`config.mk`:
```
export PLATFORM = sky130hd
export DESIGN_NAME = cordic_vectoring_flat
export DESIGN_NICKNAME = d
export VERILOG_FILES = /design/src/rtl/cordic_vectoring_if.sv /design/src/rtl/cordic_vectoring.sv /design/src/flat_wrapper.sv
export SDC_FILE = /design/constraint.sdc
export NUM_CORES = 1
export LEC_CHECK = 0
export ABC_AREA = 1
export CORE_UTILIZATION = 40
export CTS_CLUSTER_DIAMETER = 30
export DETAILED_ROUTE_END_ITERATION = 10
export PLACE_DENSITY = 0.62
export SLEW_MARGIN = 30
export SYNTH_ARGS = -nofsm -noshare
export SYNTH_HDL_FRONTEND = slang
export SYNTH_SLANG_ARGS = --single-unit
```
`constraint.sdc`:
```
create_clock -name clk -period 12.44 [get_ports clk]
set_input_delay 1.866 -clock clk [delete_from_list [all_inputs] [get_ports clk]]
set_output_delay 1.866 -clock clk [all_outputs]
set_load 0.02 [all_outputs]
```
`src/rtl/cordic_vectoring_if.sv`:
```
// rtl/cordic_vectoring_if.sv - sample/result handshake bundle for the vectoring CORDIC
interface cordic_vectoring_if #(
   parameter int SZ = 16
);
   logic                 in_valid;
   logic                 in_ready;
   logic signed [SZ-1:0] x_in;
   logic signed [SZ-1:0] y_in;
   logic                 out_valid;
   logic                 out_ready;
   logic [SZ:0]          mag;
   logic [31:0]          angle_out;

   modport master (
      output in_valid, x_in, y_in, out_ready,
      input  in_ready, out_valid, mag, angle_out
   );

   modport slave (
      input  in_valid, x_in, y_in, out_ready,
      output in_ready, out_valid, mag, angle_out
   );
endinterface

```
`src/rtl/cordic_vectoring.sv`:
```
// rtl/cordic_vectoring.sv - iterative vectoring CORDIC: (X,Y) to scaled magnitude and atan2 phase
module cordic_vectoring #(
   parameter int SZ   = 16,
   parameter int ITER = 16
) (
   input  logic              clk,
   input  logic              rst_n,
   cordic_vectoring_if.slave bus
);
   localparam int         XW   = SZ + 3;
   localparam logic [4:0] LAST = 5'(ITER - 1);

   typedef enum logic [1:0] {S_IDLE, S_ITER, S_DONE} state_t;

   state_t               state, state_nx;
   logic signed [XW-1:0] x, y;
   logic signed [XW-1:0] xe, ye, xs, ys;
   logic [31:0]          z;
   logic [4:0]           i;
   logic                 zero;
   logic                 unused_xmsb;

   function automatic logic [31:0] atan_tab(input logic [4:0] k);
      case (k)
         5'd0:  atan_tab = 32'h2000_0000;
         5'd1:  atan_tab = 32'h12E4_051E;
         5'd2:  atan_tab = 32'h09FB_385B;
         5'd3:  atan_tab = 32'h0511_11D4;
         5'd4:  atan_tab = 32'h028B_0D43;
         5'd5:  atan_tab = 32'h0145_D7E1;
         5'd6:  atan_tab = 32'h00A2_F61E;
         5'd7:  atan_tab = 32'h0051_7C55;
         5'd8:  atan_tab = 32'h0028_BE53;
         5'd9:  atan_tab = 32'h0014_5F2F;
         5'd10: atan_tab = 32'h000A_2F98;
         5'd11: atan_tab = 32'h0005_17CC;
         5'd12: atan_tab = 32'h0002_8BE6;
         5'd13: atan_tab = 32'h0001_45F3;
         5'd14: atan_tab = 32'h0000_A2FA;
         5'd15: atan_tab = 32'h0000_517D;
         5'd16: atan_tab = 32'h0000_28BE;
         5'd17: atan_tab = 32'h0000_145F;
         5'd18: atan_tab = 32'h0000_0A30;
         5'd19: atan_tab = 32'h0000_0518;
         5'd20: atan_tab = 32'h0000_028C;
         5'd21: atan_tab = 32'h0000_0146;
         5'd22: atan_tab = 32'h0000_00A3;
         5'd23: atan_tab = 32'h0000_0051;
         default: atan_tab = 32'h0000_0000;
      endcase
   endfunction

   // Three guard bits let -2^(SZ-1) negate and the K*sqrt(2) growth fit.
   assign xe = {{3{bus.x_in[SZ-1]}}, bus.x_in};
   assign ye = {{3{bus.y_in[SZ-1]}}, bus.y_in};
   assign xs = x >>> i;
   assign ys = y >>> i;

   always_ff @(posedge clk or negedge rst_n) begin
      if (!rst_n) state <= S_IDLE;
      else        state <= state_nx;
   end

   always_comb begin
      state_nx = state;
      case (state)
         S_IDLE:  if (bus.in_valid)  state_nx = S_ITER;
         S_ITER:  if (i == LAST)     state_nx = S_DONE;
         S_DONE:  if (bus.out_ready) state_nx = S_IDLE;
         default: state_nx = S_IDLE;
      endcase
   end

   always_ff @(posedge clk or negedge rst_n) begin
      if (!rst_n) begin
         x    <= '0;
         y    <= '0;
         z    <= '0;
         i    <= '0;
         zero <= 1'b0;
      end else begin
         case (state)
            S_IDLE: if (bus.in_valid) begin
               // Left half-plane is folded into the right one by a 180 degree pre-rotation.
               if (bus.x_in[SZ-1]) begin
                  x <= -xe;
                  y <= -ye;
                  z <= 32'h8000_0000;
               end else begin
                  x <= xe;
                  y <= ye;
                  z <= 32'h0000_0000;
               end
               zero <= (bus.x_in == '0) && (bus.y_in == '0);
               i    <= '0;
            end
            S_ITER: begin
               if (!y[XW-1]) begin
                  x <= x + ys;
                  y <= y - xs;
                  z <= z + atan_tab(i);
               end else begin
                  x <= x - ys;
                  y <= y + xs;
                  z <= z - atan_tab(i);
               end
               i <= i + 5'd1;
            end
            default: ;
         endcase
      end
   end

   assign bus.in_ready  = (state == S_IDLE);
   assign bus.out_valid = (state == S_DONE);
   assign bus.mag       = zero ? '0 : x[SZ:0];
   assign bus.angle_out = zero ? 32'h0 : z;
   assign unused_xmsb   = ^x[XW-1:SZ+1];
endmodule

```
`src/flat_wrapper.sv`:
```
// flat-port wrapper written by rule: the top's interface ports become plain ports
module cordic_vectoring_flat 
#(
   parameter int SZ   = 16,
   parameter int ITER = 16
)
  (clk, rst_n, bus_in_valid, bus_x_in, bus_y_in, bus_out_ready, bus_in_ready, bus_out_valid, bus_mag, bus_angle_out);
  cordic_vectoring_if #(.SZ(SZ)) bus_i ();
  input  logic clk;
  input  logic rst_n;
  input wire logic [$bits(bus_i.in_valid)-1:0] bus_in_valid;
  input wire logic [$bits(bus_i.x_in)-1:0] bus_x_in;
  input wire logic [$bits(bus_i.y_in)-1:0] bus_y_in;
  input wire logic [$bits(bus_i.out_ready)-1:0] bus_out_ready;
  output wire logic [$bits(bus_i.in_ready)-1:0] bus_in_ready;
  output wire logic [$bits(bus_i.out_valid)-1:0] bus_out_valid;
  output wire logic [$bits(bus_i.mag)-1:0] bus_mag;
  output wire logic [$bits(bus_i.angle_out)-1:0] bus_angle_out;
  assign bus_i.in_valid = bus_in_valid;
  assign bus_i.x_in = bus_x_in;
  assign bus_i.y_in = bus_y_in;
  assign bus_i.out_ready = bus_out_ready;
  assign bus_in_ready = bus_i.in_ready;
  assign bus_out_valid = bus_i.out_valid;
  assign bus_mag = bus_i.mag;
  assign bus_angle_out = bus_i.angle_out;
  cordic_vectoring #(.SZ(SZ), .ITER(ITER)) u_core (.clk(clk), .rst_n(rst_n), .bus(bus_i));
endmodule
```
==> Word-level counts from Yosys, hierarchy flattened <==
Memory sizes are Yosys's and may differ from the RTL's.
Cells that the tools add are included.
W data, S select, Z words.
{ "word_totals": {"regBits": 78, "rom_bits": 1920, "ramBits": 0, "out_inout_bits": 51, "memories": 2, "latch_bits": 0} }
{ "mem_list": {"columns": ["memory", "words", "word_bits", "read_ports", "rd_ports_with_merged_regs", "write_ports", "line_no", "text"], "rows": [
  ["(name not given)", 32, 30, 1, 0, 0, "cordic_vectoring.sv:24", "case (k)"],
  ["(name not given)", 32, 30, 1, 0, 0, "cordic_vectoring.sv:24", null]
]} }
{ "op_classes": {"n_bitwise": 0, "add_sub_neg": 9, "n_reduce_logical": 8, "n_div": 0, "eq_ne": 6, "order_cmp": 0, "mux": 24, "n_mul": 0, "n_shift": 2} }
{ "op_table": {"columns": ["cell", "count"], "rows": [
  ["$mux W32", 8],
  ["$mux W19", 6],
  ["$pmux W19 S2", 2],
  ["$pmux W32 S2", 1],
  ["$add A19 B19 Y19", 2],
  ["$neg A16 Y19", 2],
  ["$sshr A19 B5 Y19", 2],
  ["$sub A19 B19 Y19", 2],
  ["$add A32 B32 Y32", 1],
  ["$logic_not A16 Y1", 2],
  ["$sub A32 B32 Y32", 1],
  ["$mux W17", 1],
  ["$pmux W5 S2", 1],
  ["$mux W2", 3],
  ["$pmux W2 S3", 1],
  ["$add A5 B1 Y5 const B", 1],
  ["$eq A5 B4 Y1 const B", 1],
  ["$mux W5", 1],
  ["$ne A2 B2 Y1 const B", 2],
  ["$reduce_and A2 Y1", 2],
  ["$reduce_and A3 Y1", 1],
  ["$eq A2 B1 Y1 const B", 1],
  ["$eq A2 B2 Y1 const B", 1],
  ["$logic_not A2 Y1", 1],
  ["3 further kinds", 3]
]} }

==> Logic depth before layout (Yosys ltp) <==
Gate-level depths: netlist of run 1.
An unclocked memory read counts as a cell.
{ "depth": {"ltp_word": 6, "depth_mapped": 35} }

==> Worst setup path after synthesis of run 1 <==
No wires, ideal clock.
{ "synth_timing": {"path_kind": "reg-to-reg", "startpoint": "register u_core.i[0]", "endpoint": "register u_core.z[31]", "stages_incl_launch_ff": 32, "period_less_slack_ns": 4.059, "arrival_time_ns": 3.934, "slack_ns": 8.381, "n_path_buf": 3, "path_cell_list": "dfrtp_1 -> buf_6 -> inv_2 -> buf_6 -> buf_6 -> ha_1 -> inv_1 -> nand2_1 -> nand3_1 -> o21ai_0 -> o21ai_1 -> o21ai_1 -> inv_1 -> ha_1 -> nand2_1 -> nor2_1 -> nand2_1 -> nand2_2 -> nand2_2 -> nor2_4 -> xnor2_1 -> ha_1 -> a21oi_1 -> inv_1 -> a21oi_1 -> a21boi_0 -> o21ai_0 -> nand3_1 -> nand2_1 -> or2_2 -> nand3_1 -> nand3_1"} }
{ "synth_between": {"elab_chain_cells": 6, "word_cells_on_any_way": 10, "cone_classes": "add/sub: 2; mux: 6; memory: 2"} }
{ "synth_lines": {"columns": ["item", "line_no", "text"], "rows": [
  ["from (decl)", "cordic_vectoring.sv:19", "logic [4:0] i;"],
  ["from (signal assigned)", "cordic_vectoring.sv:107", "i <= i + 5'd1;"],
  ["$mem_v2 Z32 W30", null, null],
  ["$mux W32", "cordic_vectoring.sv:98", "if (!y[XW-1]) begin"],
  ["$mux W32", "cordic_vectoring.sv:82", "case (state)"],
  ["$add A32 B32 Y32 / $sub A32 B32 Y32 (equally long branches)", "cordic_vectoring.sv:101, cordic_vectoring.sv:105", null],
  ["$mux W32 *", "cordic_vectoring.sv:98", null],
  ["$pmux W32 S2 *", "cordic_vectoring.sv:82", null],
  ["to (signal assigned)", "cordic_vectoring.sv:101", "z <= z + atan_tab(i);"],
  ["to (signal assigned)", "cordic_vectoring.sv:105", "z <= z - atan_tab(i);"],
  ["to (decl)", "cordic_vectoring.sv:18", "logic [31:0] z;"]
]} }
Mark *: on every way between the ends. The rest lies on a longest branch, timed or not. The select of a mux whose other input is x is not followed.
A chain may end at the register's enable or synchronous reset.

==> Final worst setup path of run 1 <==
{ "layout_timing": {"startpoint": "register u_core.i[1]", "endpoint": "register u_core.z[21]"} }
Same word-level chain as after synthesis.

==> metrics.md, run 1 <==
| Metric | Value |
|---|---|
| Status | completed |
| Max H-tree Level | 3 |
| Slew headroom | 0.400 |
| CTS buffer count | 9 |
| Most used cell, CP | nand2_1 |
| Nets | 2,136 |
| N_diodes | 0 |
| GRT Residual Overflow | 0 |
| Syn Area/Cell | 5.87 um^2 |
| Critical path endpoint category | flip-flop |
| Die area | 29,800 um^2 |
| Endpoints failing setup | 0 |
| Starting DRT DRC Count | 1,065 |
| Crit path arrival time | 5.84 ns |
| Chip Height | 173 um |
| Slew Limit Fails | 0 |
| Place WS | 6.93 ns |
| Ys Warns | 0 |
| Worst setup margin | 6.81 ns |
| Worst-Skew Late Latency | 0.37 ns |
| Antenna Nets Post-Route | 0 |
| Worst path bufs/invs | 5 |
| Worst path max stage delay | 0.44 ns |
| Post-CTS Setup Bufs | 0 |
| Total Routing Usage GR | 0.279 |
| DR vias | 13,506 |
| Post-Layout Inst Area | 13,100 um^2 |
| Synth Instances | 1,983 |
| IO Pins | 87 |
| Max cap viols | 0 |
| Number of global-route vias before repair | 12,568 |
| CTS Buffer Depth | 2 |
| Worst Tran Pin Value | 0.898 ns |
| Residual DRC | 0 |
| Fillers | 3,143 |
| Die Wd | 173 um |
| WP data required | 12.65 ns |
| First-pass GRT wire length | 67,200 um |
| Max Clock Freq | 178 MHz |
| Dpl hpwl | 32,000 um |
| TritonCTS clock tree | done |
| Initial antenna violation count | 0 |
| #FFs+latches synth | 78 |
| Minimum period implied by the final worst setup slack | 5.63 ns |
| Final TNS setup | 0 ns |
| Clock-pin slew on the worst setup and hold paths | 0.07 ns |
| CTS Sinks | 78 |
| Most used flip-flop cell after synthesis | dfrtp_1 |
| Slowest cell on the critical path | ha_1 |
| Number of synthesized flops with an enable pin | 0 |
| Worst Skew | 0.0112 ns |
| Worst Hold Class | reg2reg |
| Ys async rst share | 1.00 |
| Synthesized cell area | 11,600 um^2 |
| Post-synthesis sequential area ratio | 0.168 |
| WL final | 41,600 um |
| Hold_buf cts | 0 |
| # rows | 62 |
| Yosys top cell by area | nand2_1 |
| Largest net degree at the start of global routing | 67 |
| RSZ-0062 raised after global routing | no |
| CTS resizes | 0 |
| Cell family with most CP delay | compound AO/OA/AOI/OAI gates |
| Yosys cell types | 59 |
| Clk root buf | clkbuf_16 |
| Final Hold Vio Count | 0 |
| Startpoint types | flip-flop |
| Synth area leaders | nand2_1 (17%), dfrtp_1 (17%), ha_1 (8.7%), inv_1 (7.4%), o21ai_0 (7.3%) |
| Global placer's final weighted congestion | 0.970 |
| Share of post-route cells with drive strength above 1 | 0.0411 |
| Critical path class | reg2reg |
| Synth Net Count | 2,103 |
| Placed Area | 12,700 um^2 |
| Number of port buffers | 86 |
| Initial Util | 0.406 |
| Wire length per cell | 17.3 um |
| Hold Worst Slack | 0.537 ns |
| Via density | 5.62 |
| Final period util | 0.452 |
| Area Overhead vs Synth | 12.2% |
| Crit Path Max Fanout | 36 |
| Core area | 28,700 um^2 |
| 1st-pass router iterations | 6 |
| Share of the synthesized area in the top cell type | 0.171 |
## final cells by class
class / instances / area, um^2 / share of cell area
Tap cell: 384 / 480 / 0.0368
Multi-Input combinational cell: 1589 / 8420 / 0.644
Clock buffer: 10 / 239 / 0.0183
Clock inverter: 6 / 93.8 / 0.00718
Inverter: 236 / 888 / 0.0680
Sequential cell: 78 / 1950 / 0.150
Timing Repair Buffer: 102 / 991 / 0.0759
## cell usage after synthesis, types with 15 or more instances
cell and instances:
nand2_1 529, inv_1 228, nor2_1 208, o21ai_0 169, nand3_1 164, a21oi_1 130
ha_1 81, dfrtp_1 78, xor2_1 42, clkbuf_1 36, buf_2 24, nor3_1 23
o211ai_1 22, o22ai_1 22, xnor2_1 22, a22oi_1 17, a31oi_1 16, nand4_1 16
o21ai_1 15, o31ai_1 15
## through the flow
stage                      util  instances
after global routing      0.455       2405
after CTS                 0.454       2404
after global placement    0.443       2388
after floorplan               -       1983
after detailed placement  0.443       2388
final                     0.455       2405
## path summary, 6_finish.rpt
check	start	to	slack, ns	cells after the start
min reg2reg	u_core.z[25]$_DFFE_PN0P_	u_core.z[25]$_DFFE_PN0P_	0.54	2
min	u_core.z[25]$_DFFE_PN0P_	u_core.z[25]$_DFFE_PN0P_	0.54	2
max in group asynchronous	rst_n	u_core.zero$_DFFE_PN0P_	9.86	2
min in group asynchronous	rst_n	u_core.z[14]$_DFFE_PN0P_	1.50	1
max	u_core.i[1]$_DFFE_PN0P_	u_core.z[21]$_DFFE_PN0P_	6.81	28
max reg2reg	u_core.i[1]$_DFFE_PN0P_	u_core.z[21]$_DFFE_PN0P_	6.81	28
## worst register-to-register path, delay by kind of cell, from the launching register on
kind	cells	cell delay, ns
flops	1	0.32
fa+ha+maj	3	1.01
buf+inv	5	0.98
compound gates	9	1.86
xor+xnor	1	0.26
simple gates	10	1.05
## cell usage in the layout (no fill, tap or decap), types with 15 or more instances in the layout
| master | synthesis | routed |
|---|---|---|
| inv_1 | 228 | 227 |
| a31oi_1 | 16 | 16 |
| o22ai_1 | 22 | 22 |
| o211ai_1 | 22 | 22 |
| o31ai_1 | 15 | 15 |
| xor2_1 | 42 | 42 |
| a22oi_1 | 17 | 17 |
| nand2_1 | 529 | 529 |
| nor3_1 | 23 | 23 |
| o21ai_0 | 169 | 169 |
| nor2_1 | 208 | 205 |
| clkdlybuf4s50_1 | 0 | 85 |
| o21ai_1 | 15 | 15 |
| xnor2_1 | 22 | 22 |
| buf_4 | 5 | 16 |
| dfrtp_1 | 78 | 76 |
| nand4_1 | 16 | 16 |
| a21oi_1 | 130 | 130 |
| ha_1 | 81 | 81 |
| nand3_1 | 164 | 164 |
## registers in the layout (all words and copies together), names as in the netlist
name,flops
u_core.i,5
u_core.state,2
u_core.x,19
u_core.y,19
u_core.z,32
u_core.zero,1
## cell families (layout without fill, tap and decap cells)
group,Yosys count,count (layout),synth area share
and+or+nand+nor,981,981,0.352
adders and majority gates,84,84,0.0922
muxes,1,1,0.000860
AOI/OAI and AO/OA,459,459,0.229
xor gates and xnor gates,64,64,0.0481
DFF,78,78,0.168
buffers and inverters,316,354,0.111
## per-layer routing
layer  GRT usage  vias to the layer above  wire, um
met3      0.0312                       92      2360
met1       0.367                     6208     18600
met5           0                        -         0
li1            -                     6670         -
met2       0.463                      536     19000
met4       0.116                        0      1650
Power of run 1 is not shown: default switching activity piles up to over one toggle a cycle in this logic, so the estimate is an artifact.
==> run 2: changes to the inputs <==
Clock period 12.44 ns to 5.4 ns, I/O delays scaled along.
==> run 2 against run 1 <==
  * Worst setup slack got worse by 6.5 ns
  * Flip-flop and latch count stayed put
  * First-iteration DRC count grew 4.7%
  * Sequential share of layout area barely moved
  * Critical endpoint is now u_core.y[15]$_DFFE_PN0P_
==> metrics.md, run 2 (synthesized netlist as in run 1, its figures left out) <==
| Metric | Value |
|---|---|
| Status | completed |
| Post-CTS Setup Bufs | 0 |
| CTS resizes | 0 |
| IO Pins | 87 |
| Max cap viols | 0 |
| CTS Buffer Depth | 2 |
| Critical path endpoint category | flip-flop |
| DR vias | 13,382 |
| Register Area | 1950 um^2 |
| Residual DRC | 0 |
| Initial Util | 0.406 |
| Worst path bufs/invs | 4 |
| Placed Area | 12,800 um^2 |
| Clock-pin slew on the worst setup and hold paths | 0.07 ns |
| Slew Limit Fails | 0 |
| Max reg flops | 32 |
| Worst-Skew Late Latency | 0.37 ns |
| Clk root buf | clkbuf_16 |
| Fillers | 3,090 |
| R2R cell count | 27 |
| Starting DRT DRC Count | 1,115 |
| Nets | 2,145 |
| RSZ-0062 raised after global routing | no |
| Layout Cells excl Fill | 2,414 |
| Endpoints failing setup | 0 |
| Die Wd | 173 um |
| Most common cell after layout, fill and taps aside | nand2_1 |
| Area Overhead vs Synth | 12.4% |
| Initial antenna violation count | 0 |
| Slew headroom | 0.379 |
| Crit path arrival time | 5.30 ns |
| Global placer's final weighted congestion | 0.958 |
| Total Routing Usage GR | 0.288 |
| Cell family with most CP delay | simple AND/OR/NAND/NOR gates |
| Worst Skew | 0.0110 ns |
| Chip Height | 173 um |
| Core area | 28,700 um^2 |
| Final TNS setup | 0 ns |
| Die area | 29,800 um^2 |
| Crit Path Max Fanout | 23 |
| GRT Residual Overflow | 0 |
| # rows | 62 |
| Multi-input logic area | 8410 um^2 |
| Largest net degree at the start of global routing | 67 |
| Dpl hpwl | 33,700 um |
| Final Hold Vio Count | 0 |
| Cell count along the critical path | 27 |
| 1st-pass router iterations | 6 |
| Slowest cell on the critical path | dfrtp_1 |
| Critical path class | reg2reg |
| Number of global-route vias before repair | 12,588 |
| CTS buffer count | 9 |
| CTS Sinks | 78 |
| First-pass GRT wire length | 68,600 um |
| Antenna Nets Post-Route | 0 |
| Final period util | 0.938 |
| Max Clock Freq | 198 MHz |
| Post-Layout Inst Area | 13,100 um^2 |
| Number of port buffers | 86 |
| Hold_buf cts | 0 |
| Wire length per cell | 17.8 um |
| Share of post-route cells with drive strength above 1 | 0.0443 |
| Largest Register | u_core.z |
| Worst Tran Pin Value | 0.932 ns |
| TritonCTS clock tree | done |
| Max H-tree Level | 3 |
| Via density | 5.54 |
| WP data required | 5.64 ns |
| WL final | 42,900 um |
| Worst Hold Class | in2async |
| N_diodes | 0 |
| Top flop regs | u_core.z x32, u_core.x x19, u_core.y x19 |
| Startpoint types | flip-flop |
| Minimum period implied by the final worst setup slack | 5.06 ns |
| Most frequent cells in the layout | nand2_1 (529), inv_1 (227), nor2_1 (206) |
| Worst path max stage delay | 0.71 ns |
| Placed cell count | 2,398 |
-- run 2: per-stage QoR --
| step | utilization | setup slack, ns | hold WS (ns) |
|---|---|---|---|
| 2_1_floorplan | - | 1.34 | 0.477 |
| 3_3_place_gp | 0.446 | 0.409 | 0.507 |
| 3_5_place_dp | 0.446 | 0.412 | 0.517 |
| 4_1_cts | 0.456 | 0.387 | 0.441 |
| 5_1_grt | 0.456 | 0.00881 | 0.461 |
| 6_report | 0.456 | 0.337 | 0.426 |
-- run 2: worst register-to-register path, delay by kind of cell, from the launching register on --
family	cells	cell delay [ns]
xor+xnor	1	0.18
simple gates	12	1.88
fa+ha+maj	2	0.60
compound gates	8	0.97
flops	1	0.71
buf+inv	4	0.61
-- run 2: final timing paths --
path | endpoint | slack [ns] | from
setup / recovery | u_core.y[15]$_DFFE_PN0P_ | 0.34 | u_core.i[2]$_DFFE_PN0P_
hold / removal | u_core.z[19]$_DFFE_PN0P_ | 0.43 | rst_n
setup reg to reg | u_core.y[15]$_DFFE_PN0P_ | 0.34 | u_core.i[2]$_DFFE_PN0P_
hold reg to reg | u_core.z[25]$_DFFE_PN0P_ | 0.53 | u_core.z[25]$_DFFE_PN0P_
max in group asynchronous | u_core.zero$_DFFE_PN0P_ | 3.89 | rst_n
min in group clk | u_core.z[25]$_DFFE_PN0P_ | 0.53 | u_core.z[25]$_DFFE_PN0P_
-- run 2: cell type report --
class                           count  area share
Inverter                          236      0.0677
Clock buffer                       11      0.0186
Multi-Input combinational cell   1589       0.643
Clock inverter                      5     0.00268
Timing Repair Buffer              111      0.0819
Sequential cell                    78       0.149
Tap cell                          384      0.0367
-- run 2: per-layer routing --
layer	up-vias	wire length, um	GRT usage
met5	-	0	0
met4	0	1120	0.0956
met3	70	2160	0.0264
met2	480	20300	0.491
met1	6127	19400	0.380
li1	6705	-	-
Power of run 2 is left out for the same reason.
==> run 3: changes to the inputs <==
Settings changed: ABC_AREA 1 to unset, SLEW_MARGIN 30 to unset.
Clock period 5.4 ns to 6.6 ns, I/O delays scaled along.
==> run 3 against run 2 <==
  * Highest routed layer unchanged
  * Synthesized area rose by 1.2%
  * Worst setup slack improved by 0.25 ns
  * Largest cell class unchanged
  * Fmax down 16%
  * Flip-flop and latch count stayed put
  * Global-route usage fell by 3.8 points
  * First-iteration DRC count down 7.1%
==> metrics.md, run 3 <==
| Metric | Value |
|---|---|
| Status | completed |
| Number of port buffers | 86 |
| RR Endpoint | u_core.y[18]$_DFFE_PN0P_ |
| Wire length per cell | 19.5 um |
| WL final | 38,100 um |
| Crit path arrival time | 6.23 ns |
| GRT Residual Overflow | 0 |
| Number of synthesized flops with an enable pin | 0 |
| Hold EP | u_core.z[0]$_DFFE_PN0P_ |
| R2R cell count | 22 |
| # rows | 62 |
| Critical path endpoint category | flip-flop |
| DR vias | 11,838 |
| Antenna Nets Post-Route | 0 |
| Share of the synthesized area in the top cell type | 0.166 |
| Critical path class | reg2reg |
| Worst R2R Setup Slack | 0.59 ns |
| Worst Tran Pin Value | 1.10 ns |
| Clk root buf | clkbuf_16 |
| Yosys cell types | 76 |
| Core area | 28,900 um^2 |
| Synth area leaders | dfrtp_1 (17%), ha_1 (8.6%), o21ai_0 (5.9%), xor2_1 (5.8%), mux4_2 (5.4%) |
| Slew headroom | 0.266 |
| Total Routing Usage GR | 0.250 |
| Hold_sp | u_core.z[0]$_DFFE_PN0P_ |
| CTS Buffer Depth | 2 |
| Most used flip-flop cell after synthesis | dfrtp_1 |
| Max reg flops | 32 |
| Nets | 1,684 |
| Worst-Skew Late Latency | 0.37 ns |
| Ys async rst share | 1.00 |
| Area Overhead vs Synth | 12.7% |
| Max H-tree Level | 3 |
| Residual DRC | 0 |
| Clock-pin slew on the worst setup and hold paths | 0.06 ns |
| Worst Skew | 0.0108 ns |
| Post-CTS Setup Bufs | 0 |
| RSZ-0062 raised after global routing | no |
| Ys Warns | 0 |
| Die area | 30,200 um^2 |
| WP data required | 6.81 ns |
| CTS Sinks | 78 |
| First-pass GRT wire length | 60,400 um |
| Via density | 6.06 |
| Synthesized cell area | 11,800 um^2 |
| Crit Path Max Fanout | 23 |
| Post-synthesis sequential area ratio | 0.166 |
| Most frequent cells in the layout | nand2_1 (159), o21ai_0 (140), nor2_1 (122) |
| Syn Area/Cell | 7.68 um^2 |
| N_diodes | 0 |
| WHS Path Cells | 2 |
| 1st-pass router iterations | 5 |
| Worst Hold Class | reg2reg |
| Slew Limit Fails | 0 |
| Minimum period implied by the final worst setup slack | 6.01 ns |
| Top flop regs | u_core.z x32, u_core.x x19, u_core.y x19 |
| Max Clock Freq | 166 MHz |
| Number of global-route vias before repair | 11,087 |
| Count leader, synth | nand2_1 |
| Startpoint types | flip-flop |
| Synth Instances | 1,534 |
| Most common cell after layout, fill and taps aside | nand2_1 |
| Top post-synthesis cells by count | nand2_1 (159), o21ai_0 (140), nor2_1 (123) |
| Final Hold Vio Count | 0 |
| Synth Net Count | 1,654 |
| Chip Height | 174 um |
| IO Pins | 87 |
| CTS buffer count | 9 |
| TritonCTS clock tree | done |
| Global placer's final weighted congestion | 0.946 |
| Largest Register | u_core.z |
| Final TNS setup | 0 ns |
| Final period util | 0.911 |
| Initial antenna violation count | 0 |
| Endpoints failing setup | 0 |
| Share of post-route cells with drive strength above 1 | 0.0860 |
| Die Wd | 174 um |
| Worst reg2reg startpoint | u_core.i[0]$_DFFE_PN0P_ |
| #FFs+latches synth | 78 |
| Dpl hpwl | 28,200 um |
| Largest net degree at the start of global routing | 67 |
| Yosys top cell by area | dfrtp_1 |
| Starting DRT DRC Count | 1,036 |
| Max cap viols | 0 |
| Initial Util | 0.408 |
[run 3: cell types whose count changed after synthesis, sizes merged, moves of 34 or more]
cell	delta
mux2i	+34
nand3	-125
mux4	+34
o21ai	-43
nand2	-374
nor2	-98
inv	-191
xor2	+36
nor2b	+65
[run 3: cells by family after synthesis]
family,Yosys count,synth area share
simple gates,522,0.215
compound gates,478,0.257
buf+inv,145,0.0507
xor+xnor,129,0.0959
mux,98,0.125
fa+ha+maj,84,0.0911
flops,78,0.166
[run 3: through the flow]
stage / setup WS, ns / hold slack [ns] / cell area, um^2 / utilization / cells
3_5_place_dp: 0.469 / 0.495 / 13000 / 0.449 / 1937
4_1_cts: 0.466 / 0.509 / 13300 / 0.460 / 1953
6_report: 0.588 / 0.505 / 13300 / 0.460 / 1953
5_1_grt: 0.0944 / 0.554 / 13300 / 0.460 / 1953
3_3_place_gp: 0.619 / 0.483 / 13000 / 0.449 / 1937
2_1_floorplan: 0.577 / 0.469 / 11800 / - / 1534
[run 3: worst max-delay path, cell delays in order (launching register included)]
cell and delay [ns]:
dfrtp_4 0.63, buf_4 0.38, buf_4 0.34, mux2i_1 0.43
mux4_2 0.31, nor2_1 0.06, a221oi_1 0.39, ha_1 0.24
nand2b_1 0.11, a2111oi_1 0.60, and2_1 0.29, nor2_1 0.07
xor2_1 0.17, ha_1 0.29, nor2_1 0.15, nor2b_1 0.07
o21a_1 0.16, o21ai_0 0.14, a31oi_1 0.08, o41ai_1 0.50
o21ai_0 0.21, xnor2_1 0.17, o21ai_1 0.08
[run 3: metal layers]
metal,global-route usage,part of all wire,vias to the layer above
li1,-,-,5712
met2,0.408,0.46,469
met4,0.0972,0.032,0
met3,0.0379,0.063,89
met1,0.331,0.44,5568
met5,0,0,-
[run 3: worst max path at each step]
stage	startpoint	end	slack [ns]	cells past startpoint
after floorplan	u_core.i[1]$_DFFE_PN0P_	u_core.z[28]$_DFFE_PN0P_	0.58	26
after global placement	u_core.i[0]$_DFFE_PN0P_	u_core.y[18]$_DFFE_PN0P_	0.62	22
after detailed placement	u_core.i[0]$_DFFE_PN0P_	u_core.y[18]$_DFFE_PN0P_	0.47	22
after CTS	u_core.i[0]$_DFFE_PN0P_	u_core.y[18]$_DFFE_PN0P_	0.47	22
after global routing	u_core.i[0]$_DFFE_PN0P_	u_core.y[18]$_DFFE_PN0P_	0.09	22
final	u_core.i[0]$_DFFE_PN0P_	u_core.y[18]$_DFFE_PN0P_	0.59	22
[run 3: final cells by class]
cell class	count	area, um^2
Timing Repair Buffer	120	1110
Multi-Input combinational cell	1311	9250
Tap cell	384	480
Inverter	44	165
Fill cell	2922	15600
Sequential cell	78	1960
Clock inverter	6	70.1
Clock buffer	10	239
[run 3: what timing repair did]
item,4_1_cts,5_1_grt
hold buffers,0,0
resized for setup,0,2
setup endpoints to repair,0,1
Power of run 3 is left out for the same reason.
